===== config.mk =====
export PLATFORM = sky130hd
export DESIGN_NAME = endscene_ctrl
export DESIGN_NICKNAME = d
export VERILOG_FILES = /design/src/rtl/endscene_ctrl.sv
export SDC_FILE = /design/constraint.sdc
export NUM_CORES = 1
export LEC_CHECK = 0
export CORE_AREA = 2 2 66 68
export DETAILED_ROUTE_END_ITERATION = 10
export DIE_AREA = 0 0 68 70
export GPL_TIMING_DRIVEN = 0
export PLACE_DENSITY = 0.9
export SYNTH_ARGS = -nofsm -noshare
export SYNTH_HDL_FRONTEND = slang
export SYNTH_SLANG_ARGS = --single-unit

===== constraint.sdc =====
create_clock -name Clk -period 3.5 [get_ports Clk]
set_input_delay 0.35 -clock Clk [delete_from_list [all_inputs] [get_ports Clk]]
set_output_delay 0.35 -clock Clk [all_outputs]
set_load 0.02 [all_outputs]

===== src/rtl/endscene_ctrl.sv =====
// End-of-game scene controller: draws a blinking bitmap text window once the
// game ends, holds it for a minimum number of frames, then waits for a key
// and emits a single-cycle restart pulse.
module endscene_ctrl #(
  parameter int unsigned X0           = 240,
  parameter int unsigned Y0           = 176,
  parameter int unsigned SCALE_SH     = 2,
  parameter int unsigned BLINK_FRAMES = 30,  // must be <= 63
  parameter int unsigned HOLD_FRAMES  = 60   // must be <= 127
) (
  input  logic        Clk,
  input  logic        Reset,
  input  logic        frame_clk,
  input  logic        game_over,
  input  logic        key_any,
  input  logic [9:0]  DrawX,
  input  logic [9:0]  DrawY,
  output logic [4:0]  rom_addr,
  input  logic [39:0] rom_data,
  output logic        text_on,
  output logic        scene_active,
  output logic        restart
);

  localparam logic [1:0] StIdle  = 2'd0;
  localparam logic [1:0] StShow  = 2'd1;
  localparam logic [1:0] StArmed = 2'd2;
  localparam logic [1:0] StExit  = 2'd3;

  // Window bounds kept in 32-bit unsigned so the compare never wraps.
  localparam int unsigned X1 = X0 + (32'd40 << SCALE_SH);
  localparam int unsigned Y1 = Y0 + (32'd32 << SCALE_SH);
  localparam logic [9:0]  X0W = 10'(X0);
  localparam logic [9:0]  Y0W = 10'(Y0);

  localparam logic [6:0] HoldLast  = 7'(HOLD_FRAMES - 1);
  localparam logic [5:0] BlinkLast = 6'(BLINK_FRAMES - 1);

  logic       fclk_meta_q, fclk_sync_q, fclk_prev_q;
  logic       frame_tick;
  logic       game_over_q;
  logic       go_armed_q, go_armed_d;
  logic       go_edge;
  logic [1:0] state_q, state_d;
  logic [6:0] hold_q, hold_d;
  logic [5:0] blink_q, blink_d;
  logic       visible_q, visible_d;
  logic       text_on_q, text_on_d;
  logic       active_q, active_d;
  logic       restart_q, restart_d;

  logic       in_win;
  logic [9:0] dx, dy;
  logic [5:0] col;
  logic [4:0] row;
  logic [5:0] bit_idx;
  logic       pix_bit;

  // Frame tick from the synchronized vsync rising edge; game_over edge detect.
  // go_armed_q only sets once game_over has been seen low, so a level that is
  // already high when reset releases cannot start a scene.
  always_comb begin
    frame_tick = fclk_sync_q & ~fclk_prev_q;
    go_armed_d = go_armed_q | ~game_over;
    go_edge    = game_over & ~game_over_q & go_armed_q;
  end

  // Text window decode and bitmap lookup.
  always_comb begin
    in_win   = (32'(DrawX) >= X0) && (32'(DrawX) < X1) &&
               (32'(DrawY) >= Y0) && (32'(DrawY) < Y1);
    dx       = DrawX - X0W;
    dy       = DrawY - Y0W;
    col      = 6'(dx >> SCALE_SH);
    row      = 5'(dy >> SCALE_SH);
    rom_addr = in_win ? row : 5'd0;
    bit_idx  = in_win ? (6'd39 - col) : 6'd0;
    pix_bit  = in_win & rom_data[bit_idx];
  end

  // Scene FSM, hold and blink counters, next-state of registered outputs.
  always_comb begin
    state_d   = state_q;
    hold_d    = hold_q;
    blink_d   = blink_q;
    visible_d = visible_q;
    unique case (state_q)
      StIdle: begin
        if (go_edge) begin
          state_d   = StShow;
          hold_d    = 7'd0;
          blink_d   = 6'd0;
          visible_d = 1'b1;
        end
      end
      StShow: begin
        if (frame_tick) begin
          hold_d = hold_q + 7'd1;
          if (hold_q == HoldLast) state_d = StArmed;
          if (blink_q == BlinkLast) begin
            blink_d   = 6'd0;
            visible_d = ~visible_q;
          end else begin
            blink_d = blink_q + 6'd1;
          end
        end
      end
      StArmed: begin
        // A key press wins over a coincident tick; the blink state is frozen.
        if (key_any) begin
          state_d   = StExit;
          visible_d = 1'b0;
        end else if (frame_tick) begin
          if (blink_q == BlinkLast) begin
            blink_d   = 6'd0;
            visible_d = ~visible_q;
          end else begin
            blink_d = blink_q + 6'd1;
          end
        end
      end
      StExit: begin
        state_d   = StIdle;
        visible_d = 1'b0;
      end
      default: state_d = StIdle;
    endcase

    active_d  = (state_d == StShow) || (state_d == StArmed);
    restart_d = (state_d == StExit);
    text_on_d = pix_bit & visible_q & ((state_q == StShow) || (state_q == StArmed));
  end

  // State registers with asynchronous active-high reset.
  always_ff @(posedge Clk or posedge Reset) begin
    if (Reset) begin
      fclk_meta_q <= 1'b0;
      fclk_sync_q <= 1'b0;
      fclk_prev_q <= 1'b0;
      game_over_q <= 1'b0;
      go_armed_q  <= 1'b0;
      state_q     <= StIdle;
      hold_q      <= 7'd0;
      blink_q     <= 6'd0;
      visible_q   <= 1'b0;
      text_on_q   <= 1'b0;
      active_q    <= 1'b0;
      restart_q   <= 1'b0;
    end else begin
      fclk_meta_q <= frame_clk;
      fclk_sync_q <= fclk_meta_q;
      fclk_prev_q <= fclk_sync_q;
      game_over_q <= game_over;
      go_armed_q  <= go_armed_d;
      state_q     <= state_d;
      hold_q      <= hold_d;
      blink_q     <= blink_d;
      visible_q   <= visible_d;
      text_on_q   <= text_on_d;
      active_q    <= active_d;
      restart_q   <= restart_d;
    end
  end

  assign text_on      = text_on_q;
  assign scene_active = active_q;
  assign restart      = restart_q;

endmodule


==> results.md <==
* Status: finished clean
* GRT Util Overall at 0.2065
* Number of clock sinks at 24
* EDFF count, synth at 0
* CTS tree: done
* Final wirelength at 4.695 mm
* Slew headroom at 0.3996
* Initial antenna violation count at 0
* Flops & latches, synth at 24
* Reg-to-reg slack, setup at 1490 ps
* Critical path class: input pin to output port
* Die width at 68 um
* Share of the synthesized area in the top cell type at 0.3313
* Yosys top cell by area: dfrtp_1
* Async set-reset flop share out of synthesis at 1.000
* Crit path launch type: input pin
* Post-synthesis sequential area ratio at 0.3313
* CP Max Fanout at 10
* PortBufs at 68
* Most common cell after layout, fill and taps aside: clkdlybuf4s50_1
* Mean Syn Cell Area at 9.593 um^2
* WP data required at 3150 ps
* Grt total ovfl at 0
* Post-synthesis adder-cell area fraction at 0.08972
* PD cells at 408.9 nW/um^2
* Core Region at 4144 um^2
* Worst Setup End Kind: output port
* Fin. Hold Viols at 0
* # hold bufs at CTS at 0
* Most Used Layer, Global Route: met2
* Wire per inst at 15.00 um
* Worst hold path depth at 0
* Mux cell area share after synthesis at 0.1042
* Vias/cell at 5.553
* Distinct cell type count after synthesis at 51
* Root buffer cell: clkbuf_8
* Number of CTS-inserted buffers at 3
* Mapped Cells at 189
* Worst-Margin Slew at 899.6 ps
* Initial drt markers at 99
* Met2 Track Usage GR at 0.3528
* RSZ-0062 raised after global routing: no
* Die Y at 70 um
* Storage cell area at 600.6 um^2
* Final setup fails at 0
* FMAX at 0.3251 GHz
* Clock-pin slew on the worst setup and hold paths at 90 ps
* Pre-antenna DRT Iters at 4
* Commonest non-fill, non-tap cells in the layout: clkdlybuf4s50_1 (68), nand2_1 (25), dfrtp_1 (24), o21ai_0 (13), ha_1 (13)
* RR Startpoint: state_q[1]
* Worst-Skew Late Latency at 270 ps
* Worst hold margin at 361.7 ps
* TNS Setup at 0 ps
* Top_reg_cell synth: dfrtp_1
* Top cells by area, synth: dfrtp_1 (33%), ha_1 (9.0%), mux4_2 (6.2%)
* Detailed-route DRC error count at 0
* Clock buffer depth at 2
* Met1 Use GR at 0.2505
* Met3 Track Usage GR at 0.02899
* Gpl congestion at 0.8570
* Die area at 4760 um^2
* Row count at 24
* Final min period at 3076 ps
* Leakage at 1.053 nW
* # IOs at 73
* Layout fillers at 323
* Overall Power at 1.075 mW
* Max-cap violations at 0
* R2r endpoint: hold_q[5]
* Post-Syn Area at 1813 um^2
* DR vias at 1738
* Antenna cells at 0
* Xor/xnor share of the synthesized area at 0.03382
* Area grow syn2layout at 45.07%
* Worst Hold Class: flop to flop
* Path depth of the worst reg2reg path at 8
* Global-route wire length before repair at 7.610 mm
* Hold Path Sink: fclk_sync_q
* Hold path start: fclk_meta_q
* Area of the multi-input gates at 1134 um^2
* Clock Skew at 1.006 ps
* Final core utilization at 0.6347
* Hpwl dp at 3.769 mm
* Vias in the first global route at 1739
* Mapped Nets at 267
* Slew Viols, Final at 0
* Number of gates resized after CTS at 0
* Synth Area in Compound Gates at 0.2119
* Initial Util at 0.4375
* Simple-Gate Fraction of Synth Area at 0.1856
* Share of post-route cells with drive strength above 1 at 0.1226
* Final period utilization at 0.8789
* CP arrival at 2730 ps
* Setup bufs post-CTS at 0
* Ys Warns at 0
* Nets@finish at 340
* VDD IR max at 0.3331 mV
* Largest net degree at the start of global routing at 25
* CTS H-tree lvls at 1
* Routed Antenna Nets at 0
* Largest family of logic cells by synthesized area: compound AO/OA/AOI/OAI gates
-- power by group --
part	switching [mW]	leakage [nW]	internal, mW
sequential	0.0543	0.308	0.332
combinational	0.230	0.709	0.215
clock	0.0910	0.0357	0.153
-- flip-flops by register name, indices dropped and copies added (netlist names) --
name and flops:
hold_q 7, blink_q 6, state_q 2, fclk_meta_q 1, fclk_prev_q 1, fclk_sync_q 1, game_over_q 1, go_armed_q 1
restart 1, scene_active 1, text_on 1, visible_q 1
-- Yosys cell counts, types with 2 or more instances --
master	number
buf_6	2
o21ai_1	2
dfrtp_1	24
nor3_2	2
mux4_2	5
nand3_1	7
ha_1	13
and2_1	3
xnor2_1	6
inv_1	10
nand2_1	25
nor2_1	10
nor2b_1	2
o31ai_1	3
nor4_1	3
o2bb2ai_1	3
o41ai_1	2
mux2i_1	2
buf_2	3
nand2b_1	3
a21oi_1	7
mux2_2	5
o221ai_1	3
a32o_1	2
and3_1	2
o22ai_1	2
a22oi_1	2
o21ai_0	13
-- area by class of cell --
type / instances / area share
clock inverter: 1 / 0.01142
multi-input combinational: 149 / 0.4310
tap: 52 / 0.02474
buffer: 5 / 0.01427
inverter: 11 / 0.01570
timing repair buffer: 68 / 0.2588
sequential: 24 / 0.2284
clock buffer: 3 / 0.01570
-- worst max-delay path by stage --
stage                        start     endpoint  cells after the start
after floorplan           DrawX[4]  rom_addr[4]                      7
after global placement    DrawX[4]  rom_addr[1]                     10
after detailed placement  DrawX[4]  rom_addr[1]                     10
after CTS                 DrawX[4]  rom_addr[1]                     10
after global routing      DrawX[4]  rom_addr[0]                     10
final                     DrawX[4]  rom_addr[1]                     10
-- routing by layer --
layer / vias up / part of all wire
li1: 842 / -
met1: 834 / 0.41
met2: 43 / 0.52
met3: 19 / 0.038
met4: 0 / 0.032
met5: - / 0
-- cell families after synthesis --
kind of cell,after synthesis
muxes,12
buffers and inverters,16
xor gates and xnor gates,7
and+or+nand+nor,67
DFF,24
adders and majority gates,13
AOI/OAI and AO/OA,50
-- worst max-delay path: stages --
cell             delay (ps)
clkdlybuf4s50_1         440
buf_6                   150
buf_6                   140
inv_2                    80
ha_1                    140
and2b_4                 160
o221ai_4                150
nor2_2                  330
and2_1                  180
clkdlybuf4s50_1         610
-- stage by stage --
stage               setup slack [ps]  instances  instance area, um^2
finish                         423.7        313                 2630
global placement               421.6        309                 2559
detailed placement             397.1        309                 2559
floorplan                       1480        189                 1813
CTS                            389.9        313                 2630
global route                   254.4        313                 2630
Note: power is estimated with default switching activity, not from simulation.
